--- config.mk ---
export PLATFORM = sky130hd
export DESIGN_NAME = sevseg_capture
export DESIGN_NICKNAME = d
export VERILOG_FILES = /design/src/rtl/sevseg_capture.sv
export SDC_FILE = /design/constraint.sdc
export NUM_CORES = 1
export LEC_CHECK = 0
export ABC_CLOCK_PERIOD_IN_PS = 5400
export CAP_MARGIN = 20
export CORE_ASPECT_RATIO = 0.5
export CORE_UTILIZATION = 24
export DETAILED_ROUTE_END_ITERATION = 6
export MAX_ROUTING_LAYER = met4
export PLACE_DENSITY = 0.51
export SETUP_SLACK_MARGIN = 0.3
export SLEW_MARGIN = 20
export SYNTH_ARGS = -nofsm -noshare
export SYNTH_HDL_FRONTEND = slang
export SYNTH_SLANG_ARGS = --single-unit
--- constraint.sdc ---
create_clock -name clk -period 5.4 [get_ports clk]
set_clock_uncertainty 0.1 [all_clocks]
set_input_delay 1.08 -clock clk [delete_from_list [all_inputs] [get_ports clk]]
set_output_delay 1.08 -clock clk [all_outputs]
set_load 0.02 [all_outputs]
--- src/rtl/sevseg_capture.sv ---
// rtl/sevseg_capture.sv - seven-segment scan bus decoder, frame capture (SEVSEG_CAPTURE_SYNC_EN adds 2-flop input sync)
module sevseg_capture #(
   parameter int unsigned STABLE_CYCLES = 16
) (
   input  logic        clk,
   input  logic        rstn,
   input  logic [7:0]  i_an,
   input  logic [6:0]  i_seg,
   output logic [31:0] o_digits,
   output logic [7:0]  o_blank,
   output logic [7:0]  o_err,
   output logic        o_frame_valid,
   output logic [7:0]  o_seen
);

   localparam logic [7:0] CNT_MAX = 8'(STABLE_CYCLES);
   localparam logic [7:0] CAP_CNT = 8'(STABLE_CYCLES - 2);

   logic [14:0] bus_in;
   logic [14:0] s;
   logic [14:0] p_q;
   logic [7:0]  cnt_q, cnt_d;

   assign bus_in = {i_an, i_seg};

`ifdef SEVSEG_CAPTURE_SYNC_EN
   logic [14:0] sync1_q, sync2_q;

   // two-flop synchronizer, preset to the idle bus (all lines off)
   always_ff @(posedge clk or negedge rstn) begin
      if (!rstn) begin
         sync1_q <= '1;
         sync2_q <= '1;
      end else begin
         sync1_q <= bus_in;
         sync2_q <= sync1_q;
      end
   end

   assign s = sync2_q;
`else
   assign s = bus_in;
`endif

   logic [7:0] s_an;
   logic [6:0] s_seg;
   logic [7:0] an_act;
   logic       an_one;
   logic       capture;
   logic [7:0] cap_oh;

   assign s_an    = s[14:7];
   assign s_seg   = s[6:0];
   assign an_act  = ~s_an;
   assign an_one  = (an_act != 8'd0) && ((an_act & (an_act - 8'd1)) == 8'd0);
   // cnt reaches STABLE_CYCLES-2 only once per stable run, so each dwell fires one event
   assign capture = (s == p_q) && (cnt_q == CAP_CNT);
   assign cap_oh  = (capture && an_one) ? an_act : 8'd0;

   // stability counter: restart on any change, saturate once the run is long enough
   always_comb begin
      cnt_d = cnt_q;
      if (s != p_q) begin
         cnt_d = 8'd0;
      end else if (cnt_q != CNT_MAX) begin
         cnt_d = cnt_q + 8'd1;
      end
   end

   logic [3:0] g_nib;
   logic       g_blank;
   logic       g_err;

   // glyph table matching the core's digit encoder (active-low segments)
   always_comb begin
      g_nib   = 4'h0;
      g_blank = 1'b0;
      g_err   = 1'b0;
      case (s_seg)
         7'h01: g_nib = 4'h0;
         7'h4F: g_nib = 4'h1;
         7'h12: g_nib = 4'h2;
         7'h06: g_nib = 4'h3;
         7'h4C: g_nib = 4'h4;
         7'h24: g_nib = 4'h5;
         7'h20: g_nib = 4'h6;
         7'h0F: g_nib = 4'h7;
         7'h00: g_nib = 4'h8;
         7'h04: g_nib = 4'h9;
         7'h08: g_nib = 4'hA;
         7'h60: g_nib = 4'hB;
         7'h31: g_nib = 4'hC;
         7'h42: g_nib = 4'hD;
         7'h30: g_nib = 4'hE;
         7'h38: g_nib = 4'hF;
         7'h7F: g_blank = 1'b1;
         default: g_err = 1'b1;
      endcase
   end

   logic [31:0] sh_nib_q, sh_nib_d;
   logic [7:0]  sh_blank_q, sh_blank_d;
   logic [7:0]  sh_err_q, sh_err_d;
   logic [7:0]  seen_q, seen_d;
   logic [7:0]  seen_next;
   logic        frame_done;
   logic [31:0] digits_q, digits_d;
   logic [7:0]  blank_q, blank_d;
   logic [7:0]  err_q, err_d;
   logic        fv_q;

   // shadow slot update, seen tracking and frame publication
   always_comb begin
      sh_nib_d   = sh_nib_q;
      sh_blank_d = sh_blank_q;
      sh_err_d   = sh_err_q;
      for (int i = 0; i < 8; i++) begin
         if (cap_oh[i]) begin
            sh_nib_d[4*i +: 4] = g_nib;
            sh_blank_d[i]      = g_blank;
            sh_err_d[i]        = g_err;
         end
      end
      seen_next  = seen_q | cap_oh;
      frame_done = (seen_next == 8'hFF);
      seen_d     = frame_done ? 8'd0 : seen_next;
      digits_d   = digits_q;
      blank_d    = blank_q;
      err_d      = err_q;
      if (frame_done) begin
         // publish from the next-state shadow so a same-cycle capture is included
         digits_d = sh_nib_d;
         blank_d  = sh_blank_d;
         err_d    = sh_err_d;
      end
   end

   // state registers; reset discards any partial frame
   always_ff @(posedge clk or negedge rstn) begin
      if (!rstn) begin
         p_q        <= '1;
         cnt_q      <= 8'd0;
         sh_nib_q   <= 32'd0;
         sh_blank_q <= 8'hFF;
         sh_err_q   <= 8'd0;
         seen_q     <= 8'd0;
         digits_q   <= 32'd0;
         blank_q    <= 8'hFF;
         err_q      <= 8'd0;
         fv_q       <= 1'b0;
      end else begin
         p_q        <= s;
         cnt_q      <= cnt_d;
         sh_nib_q   <= sh_nib_d;
         sh_blank_q <= sh_blank_d;
         sh_err_q   <= sh_err_d;
         seen_q     <= seen_d;
         digits_q   <= digits_d;
         blank_q    <= blank_d;
         err_q      <= err_d;
         fv_q       <= frame_done;
      end
   end

   assign o_digits      = digits_q;
   assign o_blank       = blank_q;
   assign o_err         = err_q;
   assign o_frame_valid = fv_q;
   assign o_seen        = seen_q;

endmodule
Word level (Yosys, flattened, before mapping)
Index checks and enable logic that the tools add are counted.
Widths: inputs -> output; s select.
{ "word_totals": {"reg_bits": 128, "inputBits": 17, "output_inout_bits": 57, "elab_cells": 75} }
{ "classes": {"addsub": 2, "eq_ne": 21, "mux": 31, "bitwise_logic": 3, "reduce_logical": 8} }
{ "op_table": {"columns": ["operator", "n"], "rows": [
  ["$pmux 4 s15", 1],
  ["$eq 7x6->1 const B", 5],
  ["$eq 7x7->1 const B", 5],
  ["$mux 4", 8],
  ["$mux 8", 4],
  ["$mux 1", 18],
  ["$reduce_or 17->1", 1],
  ["$eq 15x15->1", 1],
  ["$ne 15x15->1", 1],
  ["$eq 7x3->1 const B", 2],
  ["$eq 7x4->1 const B", 2],
  ["$add 8x1->8 const B", 1],
  ["$and 8x8->8", 1],
  ["$eq 8x4->1 const B", 1],
  ["$eq 8x8->1 const B", 1],
  ["$logic_not 8->1", 1],
  ["$ne 8x5->1 const B", 1],
  ["$not 8->8", 1],
  ["$or 8x8->8", 1],
  ["$reduce_bool 8->1", 1],
  ["$sub 8x1->8 const B", 1],
  ["$eq 7x1->1 const B", 1],
  ["$eq 7x5->1 const B", 1],
  ["$logic_not 7->1", 1],
  ["2 further kinds", 4]
]} }

Logic depth before layout (Yosys ltp)
{ "logic_depth": {"word_depth": 10, "ltp_mapped": 12, "mapped_depth_nobuf": 9} }

Least setup slack after synthesis
No wires, ideal clock.
{ "synth_path": {"path_type": "input port to flip-flop", "start": "input port i_an[3]", "end": "register digits_q[10], in the netlist o_digits[10]", "setup_ns": 0.125, "arrival_ns": 3.276, "t_required_ns": 5.175, "slack_ns": 1.898, "cell_stages": 9, "path_cell_list": "buf_2 -> xor2_1 -> nor4_1 -> and2_1 -> buf_2 -> nand3_2 -> nor3_1 -> mux2_2 -> mux2_4"} }
{ "synth_rtl": {"columns": ["item", "line_no", "rtl"], "rows": [
  ["from (decl)", "7", "input logic [7:0] i_an,"],
  ["$not 8->8", "54", "assign an_act = ~s_an;"],
  ["$sub 8x1->8", "55", "assign an_one = (an_act != 8'd0) && ((an_act & (an_act - 8'd1)) == 8'd0);"],
  ["$and 8x8->8", "55", null],
  ["$logic_not 8->1", "55", null],
  ["$logic_and 1x1->1", "55", null],
  ["$logic_and 1x1->1 (*)", "58", "assign cap_oh = (capture && an_one) ? an_act : 8'd0;"],
  ["$mux 8 (*)", "58", null],
  ["$mux 4 (*)", "118", "if (cap_oh[i]) begin"],
  ["net sh_nib_d[10]", "101", "logic [31:0] sh_nib_q, sh_nib_d;"],
  ["to (signal assigned)", "158", "digits_q <= digits_d;"],
  ["to (decl)", "107", "logic [31:0] digits_q, digits_d;"]
]} }
The timed path passes the listed nets; every way through them passes the cells marked *.
A chain may end at the register's enable or synchronous reset.

Worst setup path in the final report
{ "layout_path": {"start": "input port i_seg[5]", "end": "register digits_q[23], in the netlist o_digits[23]"} }
{ "layout_via": {"elab_chain_len": 6} }
{ "layout_lines": {"columns": ["item", "line_no", "rtl"], "rows": [
  ["from (decl)", "8", "input logic [6:0] i_seg,"],
  ["$eq 15x15->1", "57", "assign capture = (s == p_q) && (cnt_q == CAP_CNT);"],
  ["$logic_and 1x1->1", "57", null],
  ["$logic_and 1x1->1", "58", null],
  ["$mux 8", "58", null],
  ["$or 8x8->8", "124", "seen_next = seen_q | cap_oh;"],
  ["$eq 8x8->1", "125", "frame_done = (seen_next == 8'hFF);"]
]} }
Parallel ways exist; a longest one is shown, timed or not.

==> impl_results.md <==
* Async set-or-reset flop fraction in the synthesized netlist at 100%
* Violated checks: design-rule violations
* Worst slew slack as a fraction of its limit at 49.5%
* Final min period at 4240 ps
* Routed vias at 3562
* Total Wirelength at 13000 µm
* Worst setup path class: in2reg
* Initial drt markers at 238
* Total CTS buffers at 17
* Main flop type after synthesis: sky130_fd_sc_hd__dfrtp_1
* Placeable core region at 23100 µm²
* Power density over the cells at 302 nW/µm²
* Total GRT Usage at 11.6%
* Syn_nets at 432
* Starting utilization of the core area at 24.8%
* Clock tree from TritonCTS: yes
* Initial antenna violation count at 0
* Peak clock frequency supported by timing at 236 MHz
* Worst endpoint data arrival time at 4440 ps
* Worst-Margin Slew at 757 ps
* Path depth of the worst reg2reg path at 8
* DRC Markers at 1
* Synth top area cells: sky130_fd_sc_hd__dfrtp_1, sky130_fd_sc_hd__dfstp_2, sky130_fd_sc_hd__mux2_4
* Count of cells along the worst hold path at 1
* LEAKAGE at 3.38 nW
* Crit path capture type: flop
* Critical path fanouts, max at 34
* Crit start category: input pin
* Fin Setup TNS at 0 ps
* Number of register bits inferred by synthesis at 128
* Number of instances in the synthesized netlist at 412
* Hold violation count in the final report at 0
* PortBufs at 73
* Last weighted congestion value of the routability-driven placer at 0.764
* First-pass iteration count of the detailed router at 6
* Final Net Count at 522
* Post-Syn Area per Cell at 13.9 µm²
* Share of Yosys cell area claimed by the top area cell type at 42.4%
* Post-route clock period utilization at 78.6%
* Hold_buf cts at 0
* Max Cap Violations at 0
* Worst skew pair latency at 410 ps
* Total setup violations reported at the end of the flow at 0
* Run status: finished, violations left
* Setup repair after global routing missed its margin: false
* Pin count of the biggest net entering global routing at 61
* Global-route congestion overflow total at 0
* Total number of yosys warnings at 0
* Relative area change from synthesis to final layout at 29.9%
* Clock slew at reported path FFs at 60 ps
* Type of the tightest min-delay check: reg2reg
* Area of the die at 24500 µm²
* CTS Root Cell: sky130_fd_sc_hd__clkbuf_16
* Clock net sink count at 128
* Sequential share of the synthesized area at 56.7%
* Final count of pins violating max slew at 0
* Die X at 220 µm
* Average wire per cell in the routed design at 15.8 µm
* Post-synth EDFFs at 0
* Fraction of final layout cells with drive strength greater than 1 at 36.3%
* Vias per cell at 4.33
* Diodes inserted at 0
* Post-route ant nets at 0
* Deepest clock path buffer count at 2
* Final HPWL from detailed placement at 8850 µm
* Number of distinct library cells after synthesis at 53
* Cell area after synthesis at 5720 µm²
* Final core utilization at 32.2%
* Library cell occupying the most area in the post-synthesis netlist: sky130_fd_sc_hd__dfrtp_1
* DIE HEIGHT at 111 µm
* Peak VDD IR at 0.000222 V
* Ports placed on the boundary at 74
* Required time of the worst setup path at 5600 ps
* Clock H-tree levels at 4
* Std-Cell Rows at 39
* Post-CTS setup buffer count at 0
* Global-route wire length before repair at 21000 µm
* Post-cts gate resize count at 0
* Number of global-route vias before repair at 3633
## stage by stage
step / std cells / instance area [µm²] / worst slack (ps) / hold slack (ps) / power [mW]
2_1_floorplan: 412 / 5720 / 1900 / 369 / 1.03
3_3_place_gp: 790 / 6820 / 734 / 379 / 1.08
3_5_place_dp: 790 / 6820 / 769 / 384 / 1.08
4_1_cts: 822 / 7430 / 1200 / 398 / 2.28
5_1_grt: 822 / 7430 / 906 / 409 / 2.33
6_report: 822 / 7430 / 1160 / 392 / 2.24
## final timing paths
kind                              startpoint            to  slack, ps
max in group asynchronous               rstn      cnt_q[4]       3590
worst max-delay path                i_seg[5]  o_digits[23]       1160
worst min register to register  sh_nib_q[30]  sh_nib_q[30]        390
worst max register to register        p_q[7]  o_digits[23]       2040
min in group asynchronous               rstn   o_digits[8]        490
worst min-delay path            sh_nib_q[30]  sh_nib_q[30]        390
## cell usage in the layout (no fill, tap or decap), drive strengths merged, types with 9 or more instances in the layout
cell type	instances
dfrtp	97
mux2	97
clkdlybuf4s50	72
dfstp	31
buf	19
nor2	18
clkbuf	18
nand2	15
xor2	15
nor3	13
inv	10
nand4	9
## synth_stat cells (all sizes together) (5+ instances only)
cell	n
inv	6
clkbuf	9
dfstp	31
nand4	9
nor2b	5
nand2	15
buf	11
a21oi	7
mux2	97
nor2	18
dfrtp	97
xor2	15
xnor2	6
nand3	6
nand2b	5
a31oi	5
nor3	13
o21ai	6
## layout make-up
cell class,instances,area (µm²)
multi-input combinational,258,2310
timing repair buffer,91,863
fill,2297,15600
sequential,128,3240
clock buffer,18,429
tap,307,384
clock inverter,14,183
inverter,6,22.5
## routing by layer
| layer | GRT usage (%) | wire (µm) | vias up |
|---|---|---|---|
| met4 | 4.28 | 215 | 0 |
| met5 | - | 0 | - |
| met3 | 3.10 | 482 | 12 |
| met2 | 17.4 | 6360 | 55 |
| li1 | - | - | 1657 |
| met1 | 14.9 | 5890 | 1838 |
## power by group
part / switching [mW] / internal, mW
clock network: 0.447 / 0.734
logic: 0.0585 / 0.0302
registers: 0.00238 / 0.970
## cell families (layout without fill, tap and decap cells)
logic type	count (synthesis)	after routing	synth area share [%]
AOI/OAI and AO/OA	38	38	4.59
xor gates and xnor gates	21	21	3.22
adders and majority gates	4	4	0.831
buffers and inverters	26	129	2.97
DFF	128	128	56.7
muxes	98	98	22.1
and+or+nand+nor	97	97	9.62
## critical path, cell delays in order
cell and delay, ps:
sky130_fd_sc_hd__clkdlybuf4s50_1 740, sky130_fd_sc_hd__xor2_1 170, sky130_fd_sc_hd__nor4_2 660, sky130_fd_sc_hd__nand3_2 300
sky130_fd_sc_hd__o31ai_1 520, sky130_fd_sc_hd__nand4b_1 190, sky130_fd_sc_hd__buf_4 360, sky130_fd_sc_hd__mux2_4 370
(Power assumes the default switching activity.)
==> RTL edit, RTL diff (config.mk and constraints unchanged) <==
The option `SEVSEG_CAPTURE_SYNC_EN` is turned on by a define.
--- a/src/rtl/sevseg_capture.sv
+++ b/src/rtl/sevseg_capture.sv
@@ -1,4 +1,6 @@
 // rtl/sevseg_capture.sv - seven-segment scan bus decoder, frame capture (SEVSEG_CAPTURE_SYNC_EN adds 2-flop input sync)
+`define SEVSEG_CAPTURE_SYNC_EN
+
 module sevseg_capture #(
    parameter int unsigned STABLE_CYCLES = 16
 ) (
Check against the original RTL: no difference found for any inputs over 10 cycles, from zero or initial values and one cycle with rstn low; that may be too few to reach the edited logic, so the function may still have changed.
==> RTL edit against the unedited design <==
- design area is 8.1% higher
- sequential share of layout area rose by 6.5 points
- sequential power is 27% higher
- register-to-register slack worse by 0.69 ns
- routed wire length is 4.0% higher
- area after synthesis up 13%
- sequential cell count increased by 30
- power rose by 10%
- worst setup slack gained 0.19 ns
- highest routed layer unchanged
==> RTL edit: results (changes against the unedited design) <==
| Metric | Value |
|---|---|
| Lkg Pwr | `3.41 nW (+1.0%)` |
| RR Endpoint | `o_digits[27]$_DFFE_PN0N_` |
| Reg-to-reg critical path startpoint | `s[1]$_DFF_PN1_` |
| M1 GR Usage | `13.8% (-1.0 points)` |
| Met2 usage | `16.3% (-1.0 points)` |
| Post-DP HPWL | `8810 microns (-0.40%)` |
| Vias | `3610 (+1.3%)` |
| CP max FO | `51 (+50%)` |
| Final WL | `13500 microns (+4.0%)` |
| Worst-Margin Slew | `1.07 ns (+0.310 ns)` |
| DR pass1 iterations | `4 (-2)` |
| CP Class | `reg -> reg` |
| M1 WL | `6320 microns (+7.2%)` |
| Multi-input combinational area share | `27.1% (-4.0 points)` |
| Non-clock buffers | `77 (-15%)` |
| Worst VDD drop | `0.237 mV (+7.0%)` |
| Hold Path Depth | `0 (-1)` |
| Synth cell count leaders | `97 x dfrtp_1, 61 x dfstp_2, 40 x mux2_4, 40 x nor2_1, 26 x mux2_2` |
| Fin worst setup slack | `1.35 ns (+0.192 ns)` |
| Cells on worst reg2reg path | `9 (+1)` |
| Synth area leaders | `dfrtp_1 38%, dfstp_2 25%, mux2_4 9.3%, mux2_2 4.5%, nor2_1 2.3%` |
| WHS Endpoint | `s[9]$_DFF_PN1_` |
| Met2 routed WL | `6530 microns (+2.6%)` |
| Cells after DPL | `854 (+8.1%)` |
| Final GP Congestion | `0.768 (+0.60%)` |
| GRT Util Overall | `10.9% (-0.69 points)` |
| CP arrival | `4.26 ns (-0.18 ns)` |
| FILL cells | `2588 (+13%)` |
| #MultiIn Comb | `262 (+1.6%)` |
| Vias in the first global route | `3875 (+6.7%)` |
| Non-clock buffer share of cell area | `9.51% (-2.1 points)` |
| GR Layer Usage met3 | `3.71% (+0.61 points)` |
| Final Non-Filler Cells | `886 (+7.8%)` |
| Synthesized flop and latch total | `158 (+23%)` |
| First-pass GRT wire length | `22200 microns (+5.7%)` |
| Largest net degree at the start of global routing | `120 (+97%)` |
| Seq/Total Area, Yosys | `62.5% (+5.9 points)` |
| Non-CTS inverters | `13 (+7)` |
| Register area | `4030 sq um (+24%)` |
| ClkCell Share | `7.12% (-1.1 points)` |
| Syn Nets | `474 (+9.7%)` |
| Run status | `completed` |
| Share of cells above drive strength 1 | `32.1% (-4.2 points)` |
| NumNets Final | `549 (+5.2%)` |
| Synth cell types | `52 (-1.9%)` |
==> RTL edit: changes by cell type after synthesis, sizes merged, moves of 4 or more <==
cell    change
mux2       -24
nor2       +25
nand4       -6
mux2i       +6
inv         +7
nor3        -7
o21bai      +4
dfstp      +30
a21oi      +15
==> RTL edit: stage by stage <==
stage	area [sq um]	hold slack [ns]	power, mW
detailed placement	7460	0.247	1.33
CTS	8030	0.253	2.51
global route	8040	0.254	2.57
finish	8040	0.247	2.47
floorplan	6440	0.245	1.28
global placement	7460	0.247	1.33
==> RTL edit: report_power, final <==
| part | internal (mW) | leakage [nW] | switching, mW | total [mW] |
|---|---|---|---|---|
| clock | 0.656 | 0.269 | 0.508 | 1.16 |
| combinational | 0.0246 | 1.15 | 0.0426 | 0.0672 |
| sequential | 1.22 | 1.99 | 0.0248 | 1.24 |
| total | 1.90 | 3.41 | 0.576 | 2.47 |
==> RTL edit: logic make-up (layout without fill, tap and decap cells) <==
kind of cell / Yosys count / in the layout / share of synthesized area, %
AO/OA/AOI/OAI: 49 / 49 / 4.68
adder cells (fa/ha/maj): 3 / 3 / 0.582
multiplexers: 80 / 80 / 16.2
flip-flops: 158 / 158 / 62.5
AND/OR/NAND/NOR: 107 / 107 / 9.24
buffers and inverters: 34 / 122 / 3.67
XOR/XNOR: 23 / 23 / 3.13
==> RTL edit: worst max-delay path, stage by stage, from the launching register on <==
cell and delay [ns]:
dfstp_2 0.68, xor2_1 0.10, nor4_1 0.34, nand4_1 0.20, or4_4 0.67, o21bai_1 0.22
and4_1 0.21, or4b_1 0.66, inv_12 0.37, mux2_1 0.36
